## config.mk

```make
export PLATFORM = sky130hd
export DESIGN_NAME = counter_updown_n
export DESIGN_NICKNAME = d
export VERILOG_FILES = /design/src/rtl/counter_updown_n_pkg.sv /design/src/rtl/counter_updown_n_tc_detect.sv /design/src/rtl/counter_updown_n.sv
export SDC_FILE = /design/constraint.sdc
export NUM_CORES = 1
export LEC_CHECK = 0
export ABC_CLOCK_PERIOD_IN_PS = 2650
export CORE_AREA = 2 2 39 41
export DETAILED_ROUTE_END_ITERATION = 10
export DIE_AREA = 0 0 41 43
export PLACE_DENSITY = 0.59
export REMOVE_ABC_BUFFERS = 1
export SLEW_MARGIN = 20
export SYNTH_ARGS = -nofsm -noshare
export SYNTH_HDL_FRONTEND = slang
export SYNTH_SLANG_ARGS = --single-unit
```

## constraint.sdc

```tcl
create_clock -name clk -period 2.65 [get_ports clk]
set_clock_uncertainty 0.05 [all_clocks]
set_input_delay 0.265 -clock clk [delete_from_list [all_inputs] [get_ports clk]]
set_output_delay 0.265 -clock clk [all_outputs]
set_load 0.02 [all_outputs]
```

## src/rtl/counter_updown_n_pkg.sv

```systemverilog
// Shared definitions for the counter_updown_n slice: direction encoding
// and the load-path clamp.
package counter_updown_n_pkg;

    localparam logic [1:0] CNT_DIR_HOLD = 2'b00;
    localparam logic [1:0] CNT_DIR_UP   = 2'b01;
    localparam logic [1:0] CNT_DIR_DOWN = 2'b10;

    // Loaded values above the count range land on the top count.
    function automatic longint unsigned cnt_clamp(input longint unsigned d,
                                                  input longint unsigned modulus);
        return (d < modulus) ? d : modulus - 64'd1;
    endfunction

endpackage

```

## src/rtl/counter_updown_n_tc_detect.sv

```systemverilog
// Terminal-count detector for counter_updown_n. Purely combinational,
// active-low carry/borrow for cascading into further stages.
module counter_updown_n_tc_detect
    import counter_updown_n_pkg::*;
#(
    parameter int unsigned     WIDTH   = 4,
    parameter longint unsigned MODULUS = 64'd1 << WIDTH
) (
    input  logic [WIDTH-1:0] q,
    input  logic [1:0]       dir,
    input  logic             cen,
    output logic             n_co,
    output logic             n_bo
);

    localparam logic [WIDTH-1:0] Q_MAX = WIDTH'(MODULUS - 64'd1);

    // dir is one-hot or hold, so carry and borrow cannot assert together.
    assign n_co = ~(cen && (dir == CNT_DIR_UP)   && (q == Q_MAX));
    assign n_bo = ~(cen && (dir == CNT_DIR_DOWN) && (q == '0));

endmodule

```

## src/rtl/counter_updown_n.sv

```systemverilog
// Parametrised up/down counter with synchronous clamped load, count enable
// and active-low combinational carry/borrow for cascading.
// Build option: COUNTER_UPDOWN_SAT_EN selects saturation at 0 and
// MODULUS-1 instead of wrap-around.
module counter_updown_n
    import counter_updown_n_pkg::*;
#(
    parameter int unsigned     WIDTH   = 4,
    parameter longint unsigned MODULUS = 64'd1 << WIDTH
) (
    input  logic             clk,
    input  logic             clr,
    input  logic             n_load,
    input  logic             up,
    input  logic             down,
    input  logic             cen,
    input  logic [WIDTH-1:0] d,
    output logic [WIDTH-1:0] q,
    output logic             n_co,
    output logic             n_bo
);

    localparam logic [WIDTH-1:0] Q_MAX = WIDTH'(MODULUS - 64'd1);

    logic [1:0]       dir;
    logic [WIDTH-1:0] q_r;
    logic [WIDTH-1:0] q_next;
    logic [WIDTH-1:0] load_val;
    logic             tc_cen;

    assign load_val = WIDTH'(cnt_clamp(64'(d), MODULUS));

    // Direction decode: conflicting or absent requests mean hold.
    always_comb begin
        dir = CNT_DIR_HOLD;
        if (up && !down)
            dir = CNT_DIR_UP;
        else if (down && !up)
            dir = CNT_DIR_DOWN;
    end

    // Next-value mux: load beats count beats hold.
    always_comb begin
        q_next = q_r;
        if (!n_load) begin
            q_next = load_val;
        end else if (cen) begin
            case (dir)
                CNT_DIR_UP: begin
                    if (q_r == Q_MAX)
`ifdef COUNTER_UPDOWN_SAT_EN
                        q_next = q_r;
`else
                        q_next = '0;
`endif
                    else
                        q_next = q_r + WIDTH'(1);
                end
                CNT_DIR_DOWN: begin
                    if (q_r == '0)
`ifdef COUNTER_UPDOWN_SAT_EN
                        q_next = q_r;
`else
                        q_next = Q_MAX;
`endif
                    else
                        q_next = q_r - WIDTH'(1);
                end
                default: q_next = q_r;
            endcase
        end
    end

    // Count register, cleared asynchronously.
    always_ff @(posedge clk or posedge clr) begin
        if (clr)
            q_r <= '0;
        else
            q_r <= q_next;
    end

    // Terminal counts stay inactive while loading or held in clear.
    assign tc_cen = cen & n_load & ~clr;

    counter_updown_n_tc_detect #(
        .WIDTH   (WIDTH),
        .MODULUS (MODULUS)
    ) u_tc (
        .q    (q_r),
        .dir  (dir),
        .cen  (tc_cen),
        .n_co (n_co),
        .n_bo (n_bo)
    );

    assign q = q_r;

endmodule
```

# After elaboration in Yosys (flattened, before gate mapping)
# Index checks and enable logic that the tools add are counted.
# op_classes
mux	7
n_addsub	2
bitwise_logic	5
n_reduce_logical	10
eq_ne	5
# op_table
cell	count
$mux 4	4
$pmux 4 s2	1
$logic_and 1x1->1	6
$add 4x1->4 const B	1
$eq 4x4->1 const B	1
$logic_not 4->1	1
$mux 2	2
$sub 4x1->4 const B	1
$ne 3x1->1 const B	1
$not 1->1	3
$and 1x1->1	2
$eq 2x1->1 const B	1
$eq 2x2->1 const B	1
$logic_not 1->1	2
$ne 2x1->1 const B	1
$reduce_and 2->1	1
# word_totals
word_cells	30
inputBits	10
output_inout_bits	6
ff_bits	4

# Logic depth before layout (Yosys ltp)
# logic_depth
word_depth	8
ltp_mapped	6
mapped_depth_nobuf	6

# Hierarchy
# Synthesis repeated with hierarchy kept, for this count alone.
# hier_totals
hier_cells	47
area_unflattened_um2	395.4
# modules_own_cells
mod	seq_area_each_um2	instances	area_per_inst_um2	cells_each
counter_updown_n	100.1	1	354.1	42
counter_updown_n_tc_detect	0.0	1	41.3	5

# Worst setup path before layout
# Ideal clock, no wire load.
# synth_path
path_kind	flip-flop to flip-flop
from	reg q_r[1] (netlist: q[1])
to	reg q_r[1] (netlist: q[1])
arrival_ns	1.366
slack_ns	1.108
path_stages_with_launch	5
required_time_ns	2.474
cell_sequence	dfrtp_1 inv_1 ha_1 nor2b_1 o32a_1
# synth_between
elab_chain_cells	5
elab_cells_between_ends	9
classes_between	add/sub: 2; eq/ne: 1; mux: 5; reduce/logical: 1
# synth_lines
item	line	source
start, declared	counter_updown_n.sv:26	logic [WIDTH-1:0] q_r;
start signal, assigned	counter_updown_n.sv:79	q_r <= q_next;
$sub 4x1->4 (tied with other cells)	counter_updown_n.sv:67	q_next = q_r - WIDTH'(1);
$mux 4 (on tied branches)	counter_updown_n.sv:60, counter_updown_n.sv:50	
$pmux 4 s2 (*)	counter_updown_n.sv:48	case (dir)
$mux 4 (*)	counter_updown_n.sv:47	end else if (cen) begin
$mux 4 (*)	counter_updown_n.sv:45	if (!n_load) begin
# Every way passes the cells marked *; elsewhere a longest branch is shown, timed or not. The select of a mux whose other input is x is not followed.
# A chain may end at the register's enable or synchronous reset.

# Worst setup path in the final report
# layout_path
from	reg q_r[0] (netlist: q[0])
to	out n_bo
# layout_between
elab_chain_cells	3
# layout_lines
item	line	source
$logic_not 4->1	counter_updown_n_tc_detect.sv:20	assign n_bo = ~(cen && (dir == CNT_DIR_DOWN) && (q == '0));
$logic_and 1x1->1	counter_updown_n_tc_detect.sv:20	
$not 1->1	counter_updown_n_tc_detect.sv:20	
end, declared	counter_updown_n.sv:20	output logic n_bo
# Every way passes these cells.

==> results.txt <==
Initial antenna violation count: 0
Number of nets in the layout: 81
Relative slew slack: 78.1%
Pins over their slew limit: 0
WL/cell: 12.1 microns
Data required, critical path: 2.34 ns
Row count: 14
Yosys top cell by area: dfrtp_1
N_diodes: 0
Tot GR Track Use: 14.4%
Reg clk slew, reported paths: 0.04 ns
Root Buffer: clkbuf_4
PwrDens: 447 nW/um^2
DR iter-0 viols: 8
Total iterations of the first detailed-routing run: 4
Num CTS Buffers: 3
Total grt overflow: 0
Synth Instances: 49
RSZ-0062 raised after global routing: false
Vias in the first global route: 390
Max FO, Critical Path: 7
Netlist cell types: 28
Detail-routed via count per cell: 4.95
Minimum clock period after layout: 2.19 ns
Post-route setup TNS: 0 ns
Highest clock rate: 0.457 GHz
Yosys warns: 0
Fraction of registers with async set/reset: 100%
Fin worst setup slack: 0.463 ns
Skew-Pair Late Insertion Delay: 0.23 ns
Top FF cell, synth: dfrtp_1
Crit Reg-Reg Endpoint: q[1]
Crit end category: output pin
Post-DRT Antenna Nets: 0
Post-CTS setup buffers: 0
Reg2reg path depth: 4
Die ar.: 1760 sq um
Sequential area share after synthesis: 24.8%
TritonCTS clock tree: built
Share of the synthesized area in the top cell type: 24.8%
Arrival @ worst endpoint: 1.87 ns
Largest net degree at the start of global routing: 10
Clock sinks: 4
Layout cell share with drive strength beyond 1: 16.4%
Tcrit/Tclk final: 82.5%
VDD IR max: 0.000213 V
Reg2reg setup slack: 1.14 ns
Die W: 41 microns
Yosys reg bits: 4
Clock Tree Buf Depth: 2
WL final: 1.01 mm
Global-route wire length before repair: 1.69 mm
MaxCap Viol Count: 0
H-tree depth: 1
HP Class: in2async
CORE AREA: 1380 sq um
Hold_buf cts: 0
Final Hold Viols: 0
Post-synth top cells: a21oi_1, dfrtp_1, inv_1, and3_1, nand3_1
Reg2reg start: q[0]
DR vias: 411
P_leak: 0.257 nW
Residual DRC: 0
Leading post-synthesis cells by cell area: dfrtp_1, ha_1, a21oi_1, and3_1, and3b_1
Startpoint types: register
HPWL after DPL: 815 microns
Layout area overhead: 48.6%
GP Congestion: 0.731
Post-Syn Area per Cell: 8.25 sq um
Final Setup Violations: 0
EDFF count, synth: 0
Run status: complete, no violations
Slew @ Worst Pin: 0.328 ns
Resized Gates After CTS: 0
Buffers on Ports: 15
Syn Std Cell Area: 404 sq um
Die height: 43 microns
Effective utilization at floorplan: 29.2%
Pre-CTS WS: 0.621 ns
CP Class: reg2out
# IOs: 16
Largest register FFs: 4
[area by class of cell]
cell class                      instances  area [sq um]
Clock buffer                            3          22.5
Multi-Input combinational cell         38           278
Fill cell                             148           783
Tap cell                               16          20.0
Inverter                                6          22.5
Timing Repair Buffer                   16           158
Sequential cell                         4           100
[critical path, stage by stage, from the launching register on]
cell and delay, ns:
dfrtp_1 0.49, inv_2 0.07, ha_1 0.21, and3_1 0.19
nand3_1 0.08, clkdlybuf4s50_1 0.59
[cell families after synthesis]
| group | Yosys count | synth area share [%] |
|---|---|---|
| simple gates | 19 | 31.0 |
| compound gates | 15 | 27.2 |
| fa+ha+maj | 2 | 6.19 |
| buf+inv | 7 | 6.50 |
| flops | 4 | 24.8 |
| xor+xnor | 2 | 4.34 |
[through the flow]
stage / cell area, sq um / power (W) / utilization, % / hold WS, ns / std cells
6_report: 601 / 0.000269 / 43.4 / 0.173 / 83
4_1_cts: 601 / 0.000273 / 43.4 / 0.170 / 83
3_5_place_dp: 578 / 0.000196 / 41.8 / 0.420 / 80
2_1_floorplan: 400 / 0.000149 / - / -0.0134 / 48
3_3_place_gp: 578 / 0.000197 / 41.8 / 0.421 / 80
5_1_grt: 601 / 0.000293 / 43.4 / 0.206 / 83
[cell usage in the layout, fill, tap and decap left out, types with 3 or more instances in the layout]
cell type / Yosys / final
and3_1: 3 / 3
inv_1: 4 / 4
dfrtp_1: 4 / 4
a21oi_1: 4 / 4
clkbuf_4: 0 / 3
nand3_1: 3 / 3
clkdlybuf4s50_1: 0 / 15
[metal layers]
layer,GRT usage [%],share of wire [%],vias to the layer above,routed length [microns]
li1,-,-,218,-
met1,20.3,50,185,502
met2,18.8,47,8,470
met3,4.71,3.3,0,33
met4,8.00,0,0,0
met5,0,0,-,0
[worst max path at each step]
stage          start  endpoint  slack, ns  depth (start not counted)
6_report        q[0]      n_bo       0.46                          5
5_1_grt         q[1]      n_bo       0.36                          5
4_1_cts         q[1]      n_bo       0.46                          5
3_5_place_dp      up      n_co       0.62                          4
3_3_place_gp     clr      n_co       0.64                          5
2_1_floorplan   q[1]      q[1]       1.11                          4
[report_power, final]
part | leakage (nW) | internal, W | switching (W)
Sequential | 0.0465 | 0.0000694 | 0.0000149
Clock | 0.0138 | 0.0000505 | 0.0000226
Combinational | 0.197 | 0.0000578 | 0.0000535
Total | 0.257 | 0.000178 | 0.0000910
Power figures use the tool's default switching activity.
